[src/rtl/mul_arb_pkg.sv]
// mul_arb_pkg: shared FSM state type and parameter defaults for the multiplier-sharing arbiter
package mul_arb_pkg;
    localparam int N_REQ_DEF   = 4;
    localparam int W_DEF       = 8;
    localparam int TIMEOUT_DEF = 64;
    typedef enum logic [2:0] {IDLE, ISSUE, WAIT_BUSY, WAIT_DONE, RESP} state_t;
endpackage

[src/rtl/rr_pick.sv]
// rr_pick: round-robin search for the first asserted request after the last grant
module rr_pick #(
    parameter int N_REQ = 4,
    parameter int IW    = $clog2(N_REQ)
) (
    input  logic [N_REQ-1:0] req,
    input  logic [IW-1:0]    last_gnt,
    output logic [N_REQ-1:0] onehot,
    output logic [IW-1:0]    idx,
    output logic             any
);
    // Scanning from the farthest offset down lets the nearest requester overwrite earlier hits.
    always_comb begin
        idx = '0;
        any = 1'b0;
        for (int k = N_REQ; k >= 1; k--) begin
            if (req[(int'(last_gnt) + k) % N_REQ]) begin
                idx = IW'((int'(last_gnt) + k) % N_REQ);
                any = 1'b1;
            end
        end
    end
    assign onehot = any ? {{(N_REQ-1){1'b0}}, 1'b1} << idx : '0;
endmodule

[src/rtl/mul_share_arbiter.sv]
// mul_share_arbiter: round-robin sharing of one multiplier among N_REQ requesters, with timeout
module mul_share_arbiter
    import mul_arb_pkg::*;
#(
    parameter int N_REQ   = N_REQ_DEF,
    parameter int W       = W_DEF,
    parameter int TIMEOUT = TIMEOUT_DEF
) (
    input  logic                       clk,
    input  logic                       rst,
    input  logic [N_REQ-1:0]           req,
    input  logic [N_REQ*W-1:0]         op_x,
    input  logic [N_REQ*W-1:0]         op_y,
    output logic [N_REQ-1:0]           gnt,
    output logic                       rsp_valid,
    input  logic                       rsp_ready,
    output logic [$clog2(N_REQ)-1:0]   rsp_id,
    output logic [2*W-1:0]             rsp_prod,
    output logic                       rsp_err,
    output logic                       mul_start,
    output logic [W-1:0]               mul_x,
    output logic [W-1:0]               mul_y,
    input  logic                       mul_done,
    input  logic [2*W-1:0]             mul_prod
);
    localparam int IW = $clog2(N_REQ);
    localparam int CW = $clog2(TIMEOUT + 1);
    state_t state, state_nxt;
    logic [N_REQ-1:0] win_oh;
    logic [IW-1:0]    win_idx, last_gnt;
    logic             win_any, timeout, done_ok, resp_go;
    logic [CW-1:0]    cnt;
    rr_pick #(.N_REQ(N_REQ), .IW(IW)) u_pick (
        .req      (req),
        .last_gnt (last_gnt),
        .onehot   (win_oh),
        .idx      (win_idx),
        .any      (win_any)
    );
    assign timeout   = cnt == CW'(TIMEOUT - 1);
    assign done_ok   = state == WAIT_DONE && mul_done;
    assign resp_go   = state_nxt == RESP && state != RESP;
    assign mul_start = state == ISSUE;
    always_ff @(posedge clk) begin
        if (rst) state <= IDLE;
        else     state <= state_nxt;
    end
    always_comb begin
        state_nxt = state;
        case (state)
            IDLE:      state_nxt = win_any ? ISSUE : IDLE;
            ISSUE:     state_nxt = WAIT_BUSY;
            WAIT_BUSY: state_nxt = !mul_done ? WAIT_DONE : timeout ? RESP : WAIT_BUSY;
            WAIT_DONE: state_nxt = (mul_done || timeout) ? RESP : WAIT_DONE;
            RESP:      state_nxt = rsp_ready ? IDLE : RESP;
            default:   state_nxt = IDLE;
        endcase
    end
    always_ff @(posedge clk) begin
        if (rst) begin
            gnt       <= '0;
            last_gnt  <= IW'(N_REQ - 1);
            mul_x     <= '0;
            mul_y     <= '0;
            cnt       <= '0;
            rsp_valid <= 1'b0;
            rsp_id    <= '0;
            rsp_prod  <= '0;
            rsp_err   <= 1'b0;
        end else begin
            cnt <= (state == WAIT_BUSY || state == WAIT_DONE) ? cnt + 1'b1 : '0;
            if (state == IDLE && win_any) begin
                gnt      <= win_oh;
                last_gnt <= win_idx;
                mul_x    <= op_x[win_idx*W +: W];
                mul_y    <= op_y[win_idx*W +: W];
            end
            // A completed multiply wins over a timeout expiring on the same cycle.
            if (resp_go) begin
                rsp_valid <= 1'b1;
                rsp_id    <= last_gnt;
                rsp_err   <= !done_ok;
                rsp_prod  <= done_ok ? mul_prod : '0;
            end
            if (state == RESP && rsp_ready) begin
                gnt       <= '0;
                rsp_valid <= 1'b0;
                rsp_err   <= 1'b0;
            end
        end
    end
endmodule

[config.mk]
export PLATFORM = sky130hd
export DESIGN_NAME = mul_share_arbiter
export DESIGN_NICKNAME = d
export VERILOG_FILES = /design/src/rtl/mul_arb_pkg.sv /design/src/rtl/rr_pick.sv /design/src/rtl/mul_share_arbiter.sv
export SDC_FILE = /design/constraint.sdc
export NUM_CORES = 1
export LEC_CHECK = 0
export BUFFER_PORTS_ARGS = -buffer_cell sky130_fd_sc_hd__buf_2
export CORE_ASPECT_RATIO = 2
export CORE_MARGIN = 1.5
export CORE_UTILIZATION = 50
export CTS_CLUSTER_DIAMETER = 80
export DETAILED_ROUTE_END_ITERATION = 6
export MAX_ROUTING_LAYER = met4
export PLACE_DENSITY = 0.85
export SYNTH_ARGS = -nofsm -noshare
export SYNTH_HDL_FRONTEND = slang
export SYNTH_SLANG_ARGS = --single-unit
[constraint.sdc]
create_clock -name clk -period 5.1 [get_ports clk]
set_input_delay 0.255 -clock clk [delete_from_list [all_inputs] [get_ports clk]]
set_output_delay 0.255 -clock clk [all_outputs]
set_load 0.01 [all_outputs]
==> Yosys cells after proc, flatten, opt, wreduce, memory -nomap -nowiden <==
Cells that the tools add are included.
{ "classes": {"n_addsub": 5, "order_cmp": 4, "n_eq_ne": 7, "shift": 3, "mux": 28, "bitwise_logic": 5, "reduce_logical": 14} }
{ "op_table": {"columns": ["operator", "n"], "rows": [
  ["indexed part select 32 x 6 -> 8 bit", 2],
  ["< comparator 3 x 4 -> 1 bit, second input constant", 4],
  ["2-to-1 mux 16 bit", 1],
  ["case mux 3 bit (5 select lines)", 1],
  ["2-to-1 mux 1 bit", 13],
  ["2-to-1 mux 3 bit", 4],
  ["OR reduction 2 bit", 6],
  ["binary-select mux 1 bit (select 2 bit)", 4],
  ["2-to-1 mux 2 bit", 4],
  ["adder 7 x 1 -> 7 bit, second input constant", 1],
  ["equality test 7 x 6 -> 1 bit, second input constant", 1],
  ["equality test 3 x 2 -> 1 bit, second input constant", 2],
  ["equality test 3 bit, second input constant", 2],
  ["adder 2 x 1 -> 2 bit, second input constant", 2],
  ["adder 2 bit, second input constant", 2],
  ["AND 1 bit, first input constant", 4],
  ["logical AND 1 bit", 4],
  ["2-to-1 mux 4 bit", 1],
  ["<< shifter 1 x 2 -> 4 bit, first input constant", 1],
  ["equality test 3 x 1 -> 1 bit, second input constant", 1],
  ["zero test 3 bit", 1],
  ["!= test 3 bit, second input constant", 1],
  ["logical OR 1 bit", 2],
  ["zero test 1 bit", 1],
  ["inverter 1 bit", 1]
]} }
{ "totals": {"regBits": 52, "in_bits": 88, "output_inout_bits": 41, "word_cells": 76} }

==> Logic depth before layout (Yosys ltp) <==
Gate-level depths: netlist of the first run.
{ "depth": {"depth_word": 14, "ltp_mapped": 8} }

==> Cells and area by module <==
Synthesis of the first run repeated with hierarchy kept, for this count alone.
{ "unflattened": {"cells_unflattened": 250, "hier_area_um2": 2438.6} }
{ "by_module_without_submodules": {"columns": ["mod", "instances", "cells_each", "area_each_um2", "seq_area_each_um2"], "rows": [
  ["mul_share_arbiter", 1, 222, 2260.9, 1041.0],
  ["rr_pick", 1, 28, 177.7, 0.0]
]} }

==> Worst setup path after synthesis of the first run <==
Ideal clock, no wire load.
{ "synth_path": {"path_type": "reg2reg", "start": "register cnt[0]", "end": "register rsp_prod[10]", "arrival_time_ps": 1521, "t_required_ps": 4972, "slack_ps": 3452, "path_stages_with_launch": 8, "n_path_buf": 1, "period_less_slack_ps": 1648, "path_cell_list": "dfxtp_1 ha_1 nand2_1 o31ai_1 nand3_1 clkbuf_1 a22oi_1 nor2_1"} }
{ "synth_via": {"elab_chain_len": 6, "word_cells_on_any_way": 8} }
{ "synth_lines": {"columns": ["item", "line", "rtl"], "rows": [
  ["from (decl)", "mul_share_arbiter.sv:32", "logic [CW-1:0] cnt;"],
  ["from (signal assigned)", "mul_share_arbiter.sv:71", "cnt <= (state == WAIT_BUSY || state == WAIT_DONE) ? cnt + 1'b1 : '0;"],
  ["equality test 7 x 6 -> 1 bit *", "mul_share_arbiter.sv:40", "assign timeout = cnt == CW'(TIMEOUT - 1);"],
  ["2-to-1 mux 3 bit or logical OR 1 bit (tied branches)", "mul_share_arbiter.sv:53, mul_share_arbiter.sv:54", null],
  ["2-to-1 mux 3 bit (on tied branches)", "mul_share_arbiter.sv:53, mul_share_arbiter.sv:54", null],
  ["case mux 3 bit (5 select lines) *", "mul_share_arbiter.sv:50", "case (state)"],
  ["equality test 3 bit *", "mul_share_arbiter.sv:42", "assign resp_go = state_nxt == RESP && state != RESP;"],
  ["logical AND 1 bit *", "mul_share_arbiter.sv:42", null],
  ["to (signal assigned)", "mul_share_arbiter.sv:83", "rsp_prod <= done_ok ? mul_prod : '0;"],
  ["to (decl)", "mul_share_arbiter.sv:18", "output logic [2*W-1:0] rsp_prod,"]
]} }
Every way passes the cells marked *; elsewhere a longest branch is shown, timed or not.
A chain may end at the register's enable or synchronous reset.

==> Worst setup path after layout of the first run <==
{ "layout_path": {"start": "register cnt[0]", "end": "register rsp_prod[14]"} }
Same word-level chain as after synthesis.

==> results of run 1 <==
-- cell usage after synthesis, drive strengths merged, types with 2 or more instances --
cell type / count / area (um2)
nor2: 29 / 109
clkbuf: 4 / 15.0
o21ai: 22 / 136
nor4: 2 / 18.8
nor2b: 3 / 18.8
dfxtp: 52 / 1040
nand3: 5 / 25.0
nor3: 7 / 35.0
and3: 2 / 12.5
mux2i: 19 / 190
a31oi: 3 / 18.8
inv: 20 / 75.1
nand2: 45 / 169
buf: 19 / 165
nand3b: 3 / 22.5
a221o: 16 / 169
a22oi: 16 / 120
xor2: 2 / 17.5
a21oi: 24 / 161
-- path summary, 6_finish.rpt --
check,endpoint,cells after the start
max,rsp_prod[14]$_SDFFE_PP0P_,6
min,rsp_prod[3]$_SDFFE_PP0P_,3
max reg2reg,rsp_prod[14]$_SDFFE_PP0P_,6
min reg2reg,gnt[3]$_SDFFE_PP0N_,2
-- area by class of cell --
type | count | area [um2] | area share
Multi-Input combinational cell | 216 | 1410 | 0.420
Timing Repair Buffer | 130 | 656 | 0.196
Inverter | 20 | 75.1 | 0.0225
Clock buffer | 7 | 86.3 | 0.0258
Sequential cell | 52 | 1040 | 0.311
Clock inverter | 1 | 7.51 | 0.00225
Tap cell | 58 | 72.6 | 0.0217
-- critical path: stages (launching register included) --
cell and delay (ns):
sky130_fd_sc_hd__dfxtp_1 0.38, sky130_fd_sc_hd__ha_1 0.22, sky130_fd_sc_hd__nand2_1 0.13, sky130_fd_sc_hd__o31ai_1 0.37
sky130_fd_sc_hd__nand3_1 0.65, sky130_fd_sc_hd__a22oi_1 0.40, sky130_fd_sc_hd__nor2_1 0.07
-- sequential cells by signal, indices dropped and copies added, names as in the netlist --
signal / cells
cnt: 7
gnt: 4
last_gnt: 2
mul_x: 8
mul_y: 8
rsp_err: 1
rsp_id: 2
rsp_prod: 16
rsp_valid: 1
state: 3
-- through the flow --
| stage | instances | power (mW) | utilization | setup WS, ns | hold WS (ns) |
|---|---|---|---|---|---|
| floorplan | 311 | 0.763 | - | 3.45 | 0.403 |
| global placement | 476 | 0.844 | 0.627 | 2.92 | 0.434 |
| CTS | 484 | 1.10 | 0.645 | 2.73 | 0.181 |
| finish | 484 | 1.08 | 0.645 | 2.74 | 0.185 |
| detailed placement | 476 | 0.854 | 0.627 | 2.77 | 0.437 |
| global route | 484 | 1.15 | 0.645 | 2.51 | 0.177 |
-- power by group --
part	total (mW)	internal, mW	switching (mW)
Sequential	0.486	0.452	0.0343
Clock	0.241	0.110	0.131
Combinational	0.356	0.158	0.199
-- cell families (layout without fill, tap and decap cells) --
logic type	after synthesis	in the layout	synth area share
DFF	52	52	0.386
xor gates and xnor gates	3	3	0.00975
muxes	19	19	0.0706
AOI/OAI and AO/OA	92	92	0.266
and+or+nand+nor	101	101	0.168
buffers and inverters	43	158	0.0947
adders and majority gates	1	1	0.00464
-- layer usage --
metal  vias to the layer above  part of all wire  track usage
met4                         0             0.019       0.0784
met2                        96              0.56        0.462
met1                      1260              0.36        0.218
met3                        12             0.058       0.0529
met5                         -                 0            -
li1                       1327                 -            -
==> report_table.html, run 1 <==
<table>
<tr><th>Metric</th><th>Value</th></tr>
<tr><th colspan="2">Yosys</th></tr>
<tr><td>Sequential area share after synthesis</td><td>0.386</td></tr>
<tr><td>Post-synthesis instance area</td><td>0.00270 mm2</td></tr>
<tr><td>Synthesized netlist cell count</td><td>311</td></tr>
<tr><td>Net Count, Synth</td><td>400</td></tr>
<tr><td>Share of async-settable or async-resettable flops after synthesis</td><td>0</td></tr>
<tr><td>Number of flip-flops and latches in the synthesized netlist</td><td>52</td></tr>
<tr><td>Post-synth EDFFs</td><td>0</td></tr>
<tr><td>Number of warnings reported in the yosys synthesis log</td><td>0</td></tr>
<tr><td>Average cell area after synthesis</td><td>8.67 um2</td></tr>
<tr><td>Prevailing post-synth register cell</td><td>sky130_fd_sc_hd__dfxtp_1</td></tr>
<tr><td>Synth unique cells</td><td>between 40 and 50</td></tr>
<tr><th colspan="2">CTS</th></tr>
<tr><td>Total clock buffers created by CTS</td><td>5</td></tr>
<tr><td>Clock tree from TritonCTS</td><td>yes</td></tr>
<tr><td># H-tree levels</td><td>2</td></tr>
<tr><td>Maximum number of buffers from clock root to sink</td><td>2</td></tr>
<tr><td>Clock transition at the registers of the reported paths</td><td>roughly 0.090 ns</td></tr>
<tr><td>Hold_buf cts</td><td>0</td></tr>
<tr><td>Number of sinks driven by the clock tree</td><td>52</td></tr>
<tr><td>Root Driver</td><td>sky130_fd_sc_hd__clkbuf_8</td></tr>
<tr><td>Post CTS Setup Buffer Count</td><td>0</td></tr>
<tr><td>Post-cts repair resize count</td><td>0</td></tr>
<tr><td>Clock latency reported for the late side of the worst-skew pair</td><td>0.30 ns</td></tr>
<tr><th colspan="2">Global route</th></tr>
<tr><td>Total overflow reported by the global router</td><td>0</td></tr>
<tr><td>Vias in the first global route</td><td>2634</td></tr>
<tr><td>Maximum number of pins on one net before global-route repair</td><td>41</td></tr>
<tr><td>Global router's overall resource usage</td><td>0.242</td></tr>
<tr><td>Antenna violations before repair</td><td>0</td></tr>
<tr><td>Global-route wire length before repair</td><td>10700 um</td></tr>
<tr><th colspan="2">Place</th></tr>
<tr><td>GP Congestion</td><td>0.827</td></tr>
<tr><td>Detail Placement HPWL</td><td>5020 um</td></tr>
<tr><td>Instance area after placement</td><td>0.00325 mm2</td></tr>
<tr><td>Port Buffers</td><td>128</td></tr>
<tr><th colspan="2">Routing</th></tr>
<tr><td>Vias</td><td>2695</td></tr>
<tr><td>Average detailed-routed wire length per instance</td><td>13.7 um</td></tr>
<tr><td>Detailed Route Iter0 Violations</td><td>approximately 60</td></tr>
<tr><td>Length of the first detailed-routing pass in iterations</td><td>4</td></tr>
<tr><td>Detailed-route DRC error count</td><td>0</td></tr>
<tr><td>Antenna-violating nets left</td><td>0</td></tr>
<tr><td>Via density per instance</td><td>around 5.6</td></tr>
<tr><td>Post-detailed-routing wire length</td><td>6630 um</td></tr>
<tr><th colspan="2">Timing</th></tr>
<tr><td>Fin. Hold Viols</td><td>0</td></tr>
<tr><td>Final-layout setup total negative slack</td><td>0 ns</td></tr>
<tr><td>Setup skew after layout</td><td>0.00445 ns</td></tr>
<tr><td>Final setup violation count</td><td>0</td></tr>
<tr><td>Rel. slew slack</td><td>0.421</td></tr>
<tr><td>Period utilisation layout</td><td>0.462</td></tr>
<tr><td>Final Slew Violations</td><td>0</td></tr>
<tr><td>Final Critical Period</td><td>roughly 2.4 ns</td></tr>
<tr><td>Measured slew at the worst slew-check pin</td><td>0.861 ns</td></tr>
<tr><td>Unrepaired setup endpoints after global routing</td><td>false</td></tr>
<tr><td>Achievable Freq</td><td>around 0.42 GHz</td></tr>
<tr><th colspan="2">Cells and area</th></tr>
<tr><td>Layout cells sized above 1</td><td>0.399</td></tr>
<tr><td>Post-synthesis to final-layout area growth</td><td>24.0%</td></tr>
<tr><td>Commonest non-fill, non-tap cells in the layout</td><td>sky130_fd_sc_hd__buf_2, sky130_fd_sc_hd__dfxtp_1, sky130_fd_sc_hd__nand2_1</td></tr>
<tr><td>Fillers</td><td>about 480</td></tr>
<tr><td>Final design area excluding fillers</td><td>0.00334 mm2</td></tr>
<tr><td>Most common cell after layout, fill and taps aside</td><td>sky130_fd_sc_hd__buf_2</td></tr>
<tr><td>Final-stage net count</td><td>514</td></tr>
<tr><td>Diode count</td><td>0</td></tr>
<tr><th colspan="2">Setup path</th></tr>
<tr><td>Capturing element type of the critical path</td><td>register</td></tr>
<tr><td>Required @ worst endpoint</td><td>around 5.3 ns</td></tr>
<tr><td>Data arrival time of the critical path</td><td>2.52 ns</td></tr>
<tr><td>Critical path class</td><td>reg2reg</td></tr>
<tr><td>Register-to-register setup slack</td><td>2.74 ns</td></tr>
<tr><td>Worst Path Max Fanout</td><td>20</td></tr>
<tr><td>Start of the worst register-to-register path</td><td>cnt[0]$_SDFF_PP0_</td></tr>
<tr><td>Critical Path Start</td><td>cnt[0]$_SDFF_PP0_</td></tr>
<tr><td>Startpoint kind of the worst setup timing path</td><td>register</td></tr>
<tr><th colspan="2">Power</th></tr>
<tr><td>Peak supply drop</td><td>0.000303 V</td></tr>
<tr><td>Leak Pwr</td><td>1.56 nW</td></tr>
<tr><td>Power density over the cells</td><td>between 300 and 400 mW/mm2</td></tr>
<tr><th colspan="2">Worst hold path</th></tr>
<tr><td>Kind of path behind the tightest hold check</td><td>in2reg</td></tr>
<tr><td>Startpoint of the most critical hold path</td><td>mul_prod[3]</td></tr>
<tr><th colspan="2">Floorplanning</th></tr>
<tr><td>Height of the die</td><td>107 um</td></tr>
<tr><td>Initial standard-cell utilization of the core</td><td>0.520</td></tr>
<tr><td>Overall die area</td><td>0.00587 mm2</td></tr>
<tr><td>Die Span X</td><td>54.9 um</td></tr>
<tr><td>Placement Rows</td><td>37</td></tr>
<tr><td># IOs</td><td>129</td></tr>
<tr><td>Core box area</td><td>a little over 0.005 mm2</td></tr>
<tr><th colspan="2">Outcome</th></tr>
<tr><td>Run status</td><td>completed</td></tr>
<tr><th colspan="2">Flow run</th></tr>
<tr><td>Count of maximum capacitance violations</td><td>0</td></tr>
</table>
Note: power is estimated with default switching activity, not from simulation.
==> run 2: changes to the inputs <==
--- a/config.mk
+++ b/config.mk
@@ -5,14 +5,15 @@
 export SDC_FILE = /design/constraint.sdc
 export NUM_CORES = 1
 export LEC_CHECK = 0
+export ABC_AREA = 1
 export BUFFER_PORTS_ARGS = -buffer_cell sky130_fd_sc_hd__buf_2
 export CORE_ASPECT_RATIO = 2
 export CORE_MARGIN = 1.5
-export CORE_UTILIZATION = 50
+export CORE_UTILIZATION = 47
 export CTS_CLUSTER_DIAMETER = 80
 export DETAILED_ROUTE_END_ITERATION = 6
 export MAX_ROUTING_LAYER = met4
-export PLACE_DENSITY = 0.85
+export PLACE_DENSITY = 0.81
 export SYNTH_ARGS = -nofsm -noshare
 export SYNTH_HDL_FRONTEND = slang
 export SYNTH_SLANG_ARGS = --single-unit
==> constraint.sdc (replaced) <==
create_clock -name clk -period 2.3 [get_ports clk]
set_input_delay 0.115 -clock clk [delete_from_list [all_inputs] [get_ports clk]]
set_output_delay 0.115 -clock clk [all_outputs]
set_load 0.01 [all_outputs]
==> run 2 against run 1 <==
Compared with the run above:
- power rose to 4.4 times the previous value
- utilization shrank 2.7 points
- synthesized cell count grew 28%
- count of clock-buffer cells in the layout is 2 lower
- die area grew 7.7%
- largest power group is now combinational cells
==> report_table.html, run 2 <==
<table>
<tr><th>Metric</th><th>Value</th></tr>
<tr><th colspan="2">Outcome</th></tr>
<tr><td>Run status</td><td>completed</td></tr>
<tr><th colspan="2">Setup path</th></tr>
<tr><td>Critical path class</td><td>reg2reg</td></tr>
<tr><td>Worst Path Max Fanout</td><td>33 (+65%)</td></tr>
<tr><td>Critical Path Start</td><td>last_gnt[0]$_SDFFE_PP1N_</td></tr>
<tr><td>Critical-path cell list</td><td>nand2_1 &gt; nand2_1 &gt; nand2_1 &gt; nand2_2 &gt; nand3_2 &gt; a21boi_4 &gt; buf_4 &gt; nand4_1 &gt; nand3_1 &gt; nor2_1 &gt; nor2_1</td></tr>
<tr><td>Startpoint kind of the worst setup timing path</td><td>register</td></tr>
<tr><td>Crit path top cell by count</td><td>sky130_fd_sc_hd__nand2_1</td></tr>
<tr><td>Data arrival time of the critical path</td><td>2.29 ns (-0.23 ns)</td></tr>
<tr><td>Capturing element type of the critical path</td><td>register</td></tr>
<tr><td>Crit-path slowest cell</td><td>sky130_fd_sc_hd__dfxtp_1</td></tr>
<tr><td>Cell class contributing the biggest share of worst-path delay</td><td>simple AND/OR/NAND/NOR gates</td></tr>
<tr><td>Delay of the slowest critical-path stage</td><td>0.57 ns (-0.08 ns)</td></tr>
<tr><td>Required @ worst endpoint</td><td>2.53 ns (-2.73 ns)</td></tr>
<tr><td>Buffer and inverter count on the worst path</td><td>1 (+1)</td></tr>
<tr><td>Start of the worst register-to-register path</td><td>last_gnt[0]$_SDFFE_PP1N_</td></tr>
<tr><th colspan="2">Floorplanning</th></tr>
<tr><td>Placement Rows</td><td>39 (+5.4%)</td></tr>
<tr><td>Overall die area</td><td>0.00632 mm2 (+7.7%)</td></tr>
<tr><td>Initial standard-cell utilization of the core</td><td>0.484 (-0.0361)</td></tr>
<tr><td>Die Span X</td><td>57.0 um (+3.7%)</td></tr>
<tr><td># IOs</td><td>129 (unchanged)</td></tr>
<tr><td>Core box area</td><td>0.00566 mm2 (+9.2%)</td></tr>
<tr><td>Height of the die</td><td>111 um (+3.8%)</td></tr>
<tr><th colspan="2">Timing</th></tr>
<tr><td>Fin. Hold Viols</td><td>0 (unchanged)</td></tr>
<tr><td>Final setup violation count</td><td>0 (unchanged)</td></tr>
<tr><td>Unrepaired setup endpoints after global routing</td><td>false</td></tr>
<tr><td>Final Critical Period</td><td>2.05 ns (-0.304 ns)</td></tr>
<tr><td>Achievable Freq</td><td>0.487 GHz (+15%)</td></tr>
<tr><td>Period utilisation layout</td><td>0.893 (+0.431)</td></tr>
<tr><td>Measured slew at the worst slew-check pin</td><td>0.572 ns (-0.289 ns)</td></tr>
<tr><td>Final Slew Violations</td><td>0 (unchanged)</td></tr>
<tr><td>Setup skew after layout</td><td>0.00727 ns (+0.00281 ns)</td></tr>
<tr><td>Final-layout setup total negative slack</td><td>0 ns (unchanged)</td></tr>
<tr><td>Rel. slew slack</td><td>0.618 (+0.198)</td></tr>
<tr><th colspan="2">Yosys</th></tr>
<tr><td>Sequential area share after synthesis</td><td>0.380 (-0.00600)</td></tr>
<tr><td>Biggest area contributors in the synthesized netlist</td><td>sky130_fd_sc_hd__dfxtp_1, sky130_fd_sc_hd__nand3_1, sky130_fd_sc_hd__nand2_1</td></tr>
<tr><td>Synthesized netlist cell count</td><td>399 (+28%)</td></tr>
<tr><td>Net Count, Synth</td><td>488 (+22%)</td></tr>
<tr><td>Average cell area after synthesis</td><td>6.86 um2 (-21%)</td></tr>
<tr><td>Number of warnings reported in the yosys synthesis log</td><td>0 (unchanged)</td></tr>
<tr><td>Number of flip-flops and latches in the synthesized netlist</td><td>52 (unchanged)</td></tr>
<tr><td>Synth top area share</td><td>0.380 (-0.00600)</td></tr>
<tr><td>Leading area contributor after synthesis</td><td>sky130_fd_sc_hd__dfxtp_1</td></tr>
<tr><td>Share of async-settable or async-resettable flops after synthesis</td><td>0 (unchanged)</td></tr>
<tr><td>Prevailing post-synth register cell</td><td>sky130_fd_sc_hd__dfxtp_1</td></tr>
<tr><td>Post-synth EDFFs</td><td>0 (unchanged)</td></tr>
<tr><td>List of most frequent post-synthesis cells</td><td>sky130_fd_sc_hd__nand2_1, sky130_fd_sc_hd__nand3_1, sky130_fd_sc_hd__dfxtp_1, sky130_fd_sc_hd__nor2_1, sky130_fd_sc_hd__a21oi_1</td></tr>
<tr><td>Post-synthesis instance area</td><td>0.00274 mm2 (+1.6%)</td></tr>
<tr><td>Synth unique cells</td><td>31 (-31%)</td></tr>
<tr><td>Most frequent cell after synthesis</td><td>sky130_fd_sc_hd__nand2_1</td></tr>
<tr><th colspan="2">Cells and area</th></tr>
<tr><td>Most common cell after layout, fill and taps aside</td><td>sky130_fd_sc_hd__buf_2</td></tr>
<tr><td>Fillers</td><td>556 (+16%)</td></tr>
<tr><td>Final-stage net count</td><td>605 (+18%)</td></tr>
<tr><td>Post-synthesis to final-layout area growth</td><td>27.8%</td></tr>
<tr><td>Layout cells sized above 1</td><td>0.309 (-0.0896)</td></tr>
<tr><td>Post-route core utilization</td><td>0.618 (-0.0265)</td></tr>
<tr><td>Diode count</td><td>0 (unchanged)</td></tr>
<tr><td>Number of flip-flops in the largest register</td><td>16 (unchanged)</td></tr>
<tr><td>Register containing the most flip-flops in the final layout</td><td>rsp_prod</td></tr>
<tr><td>Largest registers</td><td>rsp_prod (16), mul_x (8), mul_y (8)</td></tr>
<tr><td>Commonest non-fill, non-tap cells in the layout</td><td>sky130_fd_sc_hd__buf_2, sky130_fd_sc_hd__nand2_1, sky130_fd_sc_hd__nand3_1</td></tr>
<tr><th colspan="2">Power</th></tr>
<tr><td>Peak supply drop</td><td>0.00128 V (+320%)</td></tr>
<tr><td>Leak Pwr</td><td>1.74 nW (+11%)</td></tr>
<tr><td>Power density over the cells</td><td>1360 mW/mm2 (+320%)</td></tr>
<tr><th colspan="2">Routing</th></tr>
<tr><td>Antenna-violating nets left</td><td>0 (unchanged)</td></tr>
<tr><td>Post-detailed-routing wire length</td><td>7140 um (+7.6%)</td></tr>
<tr><td>Detailed Route Iter0 Violations</td><td>120 (+100%)</td></tr>
<tr><td>Vias</td><td>3096 (+15%)</td></tr>
<tr><td>Length of the first detailed-routing pass in iterations</td><td>4 (unchanged)</td></tr>
<tr><td>Average detailed-routed wire length per instance</td><td>12.3 um (-9.9%)</td></tr>
<tr><td>Via density per instance</td><td>5.36 (-3.8%)</td></tr>
<tr><td>Detailed-route DRC error count</td><td>0 (unchanged)</td></tr>
<tr><th colspan="2">CTS</th></tr>
<tr><td>Maximum number of buffers from clock root to sink</td><td>2 (unchanged)</td></tr>
<tr><td>Clock tree from TritonCTS</td><td>yes</td></tr>
<tr><td>Number of sinks driven by the clock tree</td><td>52 (unchanged)</td></tr>
<tr><td>Hold_buf cts</td><td>0 (unchanged)</td></tr>
<tr><td># H-tree levels</td><td>2 (unchanged)</td></tr>
<tr><td>Total clock buffers created by CTS</td><td>5 (unchanged)</td></tr>
<tr><td>Clock latency reported for the late side of the worst-skew pair</td><td>0.29 ns (about the same)</td></tr>
<tr><td>Clock transition at the registers of the reported paths</td><td>0.07 ns (-0.02 ns)</td></tr>
<tr><td>Root Driver</td><td>sky130_fd_sc_hd__clkbuf_16</td></tr>
<tr><th colspan="2">Global route</th></tr>
<tr><td>Maximum number of pins on one net before global-route repair</td><td>38 (-7.3%)</td></tr>
<tr><td>Antenna violations before repair</td><td>0 (unchanged)</td></tr>
<tr><td>Vias in the first global route</td><td>2941 (+12%)</td></tr>
<tr><td>Global-route wire length before repair</td><td>12200 um (+15%)</td></tr>
<tr><td>Global router's overall resource usage</td><td>0.242 (about the same)</td></tr>
<tr><td>Total overflow reported by the global router</td><td>0 (unchanged)</td></tr>
<tr><th colspan="2">Place</th></tr>
<tr><td>Detail Placement HPWL</td><td>5560 um (+11%)</td></tr>
<tr><td>Port Buffers</td><td>128 (unchanged)</td></tr>
<tr><td>GP Congestion</td><td>0.887 (+7.2%)</td></tr>
<tr><th colspan="2">Worst hold path</th></tr>
<tr><td>Kind of path behind the tightest hold check</td><td>in2reg</td></tr>
<tr><td>Startpoint of the most critical hold path</td><td>mul_prod[13]</td></tr>
<tr><th colspan="2">Flow run</th></tr>
<tr><td>Count of maximum capacitance violations</td><td>0 (unchanged)</td></tr>
</table>
## run 2: kinds of logic after synthesis
group,share of synthesized area
flops,0.380
compound gates,0.120
fa+ha+maj,0.00457
xor+xnor,0.00320
buf+inv,0.0932
simple gates,0.399
## run 2: worst min-delay path, cell delays in order
cell and delay (ns):
sky130_fd_sc_hd__buf_2 0.10, sky130_fd_sc_hd__nand3_1 0.07, sky130_fd_sc_hd__a21oi_1 0.06
## run 2: area by class of cell
class                   count  area (um2)  area share
well taps                  61        76.3      0.0218
multi-input cells         296        1440       0.412
repair buffers            134         686       0.196
clock buffers               5         125      0.0358
inverters                  27         109      0.0311
clock inverters             3        21.3     0.00608
flip-flops and latches     52        1040       0.297
## run 2: path summary, 6_finish.rpt
check	to	slack (ns)	cells past startpoint
setup reg to reg	mul_x[1]$_SDFFE_PP0N_	0.25	11
hold reg to reg	cnt[0]$_SDFF_PP0_	0.45	1
setup / recovery	mul_x[1]$_SDFFE_PP0N_	0.25	11
hold / removal	rsp_prod[13]$_SDFFE_PP0P_	0.1	3
## run 2: power by group
| part | switching, mW | total (mW) | internal, mW |
|---|---|---|---|
| clock network | 0.336 | 0.741 | 0.405 |
| registers | 0.127 | 1.23 | 1.10 |
| logic | 1.83 | 2.79 | 0.964 |
## run 2: what timing repair did
item,CTS,global route
buffers inserted,0,0
endpoints found under the setup margin,0,4
gates resized for setup,0,2
## run 2: stage by stage
stage          instances  setup WS (ns)  power [mW]  area [um2]  hold WS (ns)
2_1_floorplan        399          0.681        3.55        2740         0.280
3_3_place_gp         570          0.291        3.98        3350         0.389
3_5_place_dp         570          0.213        4.05        3350         0.394
4_1_cts              578          0.195        4.79        3500        0.0891
5_1_grt              578         0.0283        5.24        3500         0.100
6_report             578          0.247        4.76        3500        0.0952
## run 2: routing by layer
metal / part of all wire / GRT usage
met5: 0 / -
met4: 0.032 / 0.110
met3: 0.055 / 0.0315
met2: 0.55 / 0.451
met1: 0.37 / 0.238
==> run 3: changes to the inputs <==
--- a/config.mk
+++ b/config.mk
@@ -5,15 +5,14 @@
 export SDC_FILE = /design/constraint.sdc
 export NUM_CORES = 1
 export LEC_CHECK = 0
-export ABC_AREA = 1
 export BUFFER_PORTS_ARGS = -buffer_cell sky130_fd_sc_hd__buf_2
 export CORE_ASPECT_RATIO = 2
 export CORE_MARGIN = 1.5
-export CORE_UTILIZATION = 47
+export CORE_UTILIZATION = 46
 export CTS_CLUSTER_DIAMETER = 80
 export DETAILED_ROUTE_END_ITERATION = 6
 export MAX_ROUTING_LAYER = met4
-export PLACE_DENSITY = 0.81
+export PLACE_DENSITY = 0.8
 export SYNTH_ARGS = -nofsm -noshare
 export SYNTH_HDL_FRONTEND = slang
 export SYNTH_SLANG_ARGS = --single-unit
==> run 3 against run 2 <==
Compared with the run above:
- critical path depth shrank 6
- highest routed layer unchanged
- cell count shrank 15%
- routed wire length decreased by 8.6%
==> report_table.html, run 3 (synthesis results as in run 1) <==
<table>
<tr><th>Metric</th><th>Value</th></tr>
<tr><th colspan="2">Power</th></tr>
<tr><td>Leak Pwr</td><td>1.60 nW (-8.0%)</td></tr>
<tr><td>Peak supply drop</td><td>0.000634 V (-50%)</td></tr>
<tr><td>Power density over the cells</td><td>768 mW/mm2 (-44%)</td></tr>
<tr><td>Power consumption</td><td>2.63 mW (-45%)</td></tr>
<tr><th colspan="2">Place</th></tr>
<tr><td>Pre-CTS worst setup slack</td><td>0.326 ns (+0.114 ns)</td></tr>
<tr><td>GP Congestion</td><td>0.759 (-14%)</td></tr>
<tr><td>Port Buffers</td><td>128 (unchanged)</td></tr>
<tr><td>Detail Placement HPWL</td><td>5000 um (-10%)</td></tr>
<tr><th colspan="2">Setup path</th></tr>
<tr><td>Start of the worst register-to-register path</td><td>last_gnt[1]$_SDFFE_PP1N_</td></tr>
<tr><td>Worst Path Max Fanout</td><td>17 (-48%)</td></tr>
<tr><td>Register-to-register setup slack</td><td>0.33 ns (+0.08 ns)</td></tr>
<tr><td>Startpoint kind of the worst setup timing path</td><td>register</td></tr>
<tr><td>Required @ worst endpoint</td><td>2.48 ns (-0.05 ns)</td></tr>
<tr><td>Critical path class</td><td>reg2reg</td></tr>
<tr><td>Number of cells on the worst reg-to-reg path</td><td>5 (-6)</td></tr>
<tr><td>Data arrival time of the critical path</td><td>2.15 ns (-0.14 ns)</td></tr>
<tr><td>Crit Reg-Reg Endpoint</td><td>mul_x[3]$_SDFFE_PP0N_</td></tr>
<tr><td>Critical Path Start</td><td>last_gnt[1]$_SDFFE_PP1N_</td></tr>
<tr><td>Capturing element type of the critical path</td><td>register</td></tr>
<tr><td>Worst Setup EP</td><td>mul_x[3]$_SDFFE_PP0N_</td></tr>
<tr><th colspan="2">CTS</th></tr>
<tr><td>Clock tree from TritonCTS</td><td>yes</td></tr>
<tr><td>Clock latency reported for the late side of the worst-skew pair</td><td>0.29 ns (about the same)</td></tr>
<tr><td>Clock transition at the registers of the reported paths</td><td>0.07 ns (about the same)</td></tr>
<tr><td>Post CTS Setup Buffer Count</td><td>0 (unchanged)</td></tr>
<tr><td>Total clock buffers created by CTS</td><td>5 (unchanged)</td></tr>
<tr><td># H-tree levels</td><td>2 (unchanged)</td></tr>
<tr><td>Maximum number of buffers from clock root to sink</td><td>2 (unchanged)</td></tr>
<tr><td>Root Driver</td><td>sky130_fd_sc_hd__clkbuf_16</td></tr>
<tr><td>Post-cts repair resize count</td><td>0 (unchanged)</td></tr>
<tr><td>Hold_buf cts</td><td>0 (unchanged)</td></tr>
<tr><td>Number of sinks driven by the clock tree</td><td>52 (unchanged)</td></tr>
<tr><th colspan="2">Cells and area</th></tr>
<tr><td>Post-route core utilization</td><td>0.606 (-0.0124)</td></tr>
<tr><td>Most common cell after layout, fill and taps aside</td><td>sky130_fd_sc_hd__buf_2</td></tr>
<tr><td>Final-stage net count</td><td>517 (-15%)</td></tr>
<tr><td>Post-synthesis to final-layout area growth</td><td>27.3%</td></tr>
<tr><td>Largest registers</td><td>rsp_prod (16), mul_x (8), mul_y (8)</td></tr>
<tr><td>Diode count</td><td>0 (unchanged)</td></tr>
<tr><td>Register containing the most flip-flops in the final layout</td><td>rsp_prod</td></tr>
<tr><td>Commonest non-fill, non-tap cells in the layout</td><td>sky130_fd_sc_hd__buf_2, sky130_fd_sc_hd__dfxtp_1, sky130_fd_sc_hd__nand2_1</td></tr>
<tr><td>Layout cells sized above 1</td><td>0.406 (+0.0961)</td></tr>
<tr><td>Number of flip-flops in the largest register</td><td>16 (unchanged)</td></tr>
<tr><th colspan="2">Floorplanning</th></tr>
<tr><td># IOs</td><td>129 (unchanged)</td></tr>
<tr><td>Die Span X</td><td>57.1 um (+0.28%)</td></tr>
<tr><td>Height of the die</td><td>111 um (+0.29%)</td></tr>
<tr><td>Overall die area</td><td>0.00636 mm2 (+0.57%)</td></tr>
<tr><td>Core box area</td><td>0.00566 mm2 (unchanged)</td></tr>
<tr><td>Initial standard-cell utilization of the core</td><td>0.476 (-0.00752)</td></tr>
<tr><td>Placement Rows</td><td>39 (unchanged)</td></tr>
<tr><th colspan="2">Timing</th></tr>
<tr><td>Final-layout setup total negative slack</td><td>0 ns (unchanged)</td></tr>
<tr><td>Measured slew at the worst slew-check pin</td><td>0.876 ns (+0.304 ns)</td></tr>
<tr><td>Fin. Hold Viols</td><td>0 (unchanged)</td></tr>
<tr><td>Rel. slew slack</td><td>0.411 (-0.207)</td></tr>
<tr><td>Period utilisation layout</td><td>0.856 (-0.0368)</td></tr>
<tr><td>Final setup violation count</td><td>0 (unchanged)</td></tr>
<tr><td>Achievable Freq</td><td>0.508 GHz (+4.3%)</td></tr>
<tr><td>Final Critical Period</td><td>1.97 ns (-0.0847 ns)</td></tr>
<tr><td>Unrepaired setup endpoints after global routing</td><td>false</td></tr>
<tr><td>Final Slew Violations</td><td>0 (unchanged)</td></tr>
<tr><td>Worst setup margin</td><td>0.332 ns (+0.0847 ns)</td></tr>
<tr><td>Setup skew after layout</td><td>0.00355 ns (-0.00371 ns)</td></tr>
<tr><th colspan="2">Routing</th></tr>
<tr><td>Detailed-route DRC error count</td><td>0 (unchanged)</td></tr>
<tr><td>Post-detailed-routing wire length</td><td>6520 um (-8.6%)</td></tr>
<tr><td>Average detailed-routed wire length per instance</td><td>13.3 um (+7.8%)</td></tr>
<tr><td>Antenna-violating nets left</td><td>0 (unchanged)</td></tr>
<tr><td>Vias</td><td>2706 (-13%)</td></tr>
<tr><td>Via density per instance</td><td>5.52 (+3.1%)</td></tr>
<tr><td>Length of the first detailed-routing pass in iterations</td><td>4 (unchanged)</td></tr>
<tr><td>Detailed Route Iter0 Violations</td><td>76 (-37%)</td></tr>
<tr><th colspan="2">Global route</th></tr>
<tr><td>Antenna violations before repair</td><td>0 (unchanged)</td></tr>
<tr><td>Global router's overall resource usage</td><td>0.206 (-0.0365)</td></tr>
<tr><td>Vias in the first global route</td><td>2544 (-13%)</td></tr>
<tr><td>Total overflow reported by the global router</td><td>0 (unchanged)</td></tr>
<tr><td>Maximum number of pins on one net before global-route repair</td><td>39 (+2.6%)</td></tr>
<tr><td>Global-route wire length before repair</td><td>10400 um (-15%)</td></tr>
<tr><th colspan="2">Worst hold path</th></tr>
<tr><td>Min-Delay Path Depth</td><td>3 (unchanged)</td></tr>
<tr><td>Kind of path behind the tightest hold check</td><td>in2reg</td></tr>
<tr><td>Startpoint of the most critical hold path</td><td>mul_prod[3]</td></tr>
<tr><th colspan="2">Outcome</th></tr>
<tr><td>Run status</td><td>completed</td></tr>
<tr><th colspan="2">Flow run</th></tr>
<tr><td>Count of maximum capacitance violations</td><td>0 (unchanged)</td></tr>
</table>
-- run 3: changes by cell type in the layout (fill, tap and decap cells not counted), moves of 16 or more --
| cell | previous run | this run |
|---|---|---|
| sky130_fd_sc_hd__nand3_1 | 72 | 5 |
| sky130_fd_sc_hd__mux2i_1 | 0 | 19 |
| sky130_fd_sc_hd__nand2_1 | 76 | 45 |
| sky130_fd_sc_hd__nand4_1 | 25 | 0 |
| sky130_fd_sc_hd__a22oi_1 | 0 | 16 |
| sky130_fd_sc_hd__a21oi_1 | 29 | 13 |
-- run 3: worst min path at each step --
| stage | end | slack, ns |
|---|---|---|
| floorplan | rsp_prod[0]$_SDFFE_PP0P_ | 0.26 |
| global placement | rsp_prod[8]$_SDFFE_PP0P_ | 0.35 |
| detailed placement | rsp_prod[8]$_SDFFE_PP0P_ | 0.36 |
| CTS | rsp_prod[8]$_SDFFE_PP0P_ | 0.06 |
| global route | rsp_prod[3]$_SDFFE_PP0P_ | 0.08 |
| finish | rsp_prod[3]$_SDFFE_PP0P_ | 0.06 |
-- run 3: where the power goes --
part / internal (mW) / switching [mW] / total (mW)
Sequential: 1.00 / 0.0758 / 1.08
Clock: 0.433 / 0.332 / 0.765
Combinational: 0.351 / 0.438 / 0.789
-- run 3: layout make-up --
| type | instances | area (um2) |
|---|---|---|
| multi-input cells | 216 | 1410 |
| clock buffers | 6 | 139 |
| flip-flops and latches | 52 | 1040 |
| repair buffers | 133 | 678 |
| clock inverters | 2 | 15.0 |
| well taps | 61 | 76.3 |
| fillers | 535 | 2230 |
| inverters | 20 | 75.1 |
-- run 3: routing by layer --
layer,share of wire,global-route usage,wire (um)
met5,0,-,0
met4,0.015,0.0682,100
met3,0.049,0.0327,317
met2,0.57,0.411,3690
met1,0.37,0.184,2410
-- run 3: per-stage QoR --
stage | area (um2) | hold slack [ns] | cells
floorplan | 2700 | 0.263 | 311
global placement | 3280 | 0.352 | 482
detailed placement | 3280 | 0.361 | 482
CTS | 3430 | 0.0619 | 490
global route | 3430 | 0.0772 | 490
finish | 3430 | 0.0622 | 490
-- run 3: worst max-delay path, stage by stage (launching register included) --
cell and delay (ns):
sky130_fd_sc_hd__dfxtp_1 0.42, sky130_fd_sc_hd__o21bai_2 0.24, sky130_fd_sc_hd__a311o_1 0.59, sky130_fd_sc_hd__a221o_2 0.47
sky130_fd_sc_hd__nand2_1 0.07, sky130_fd_sc_hd__o21ai_0 0.07
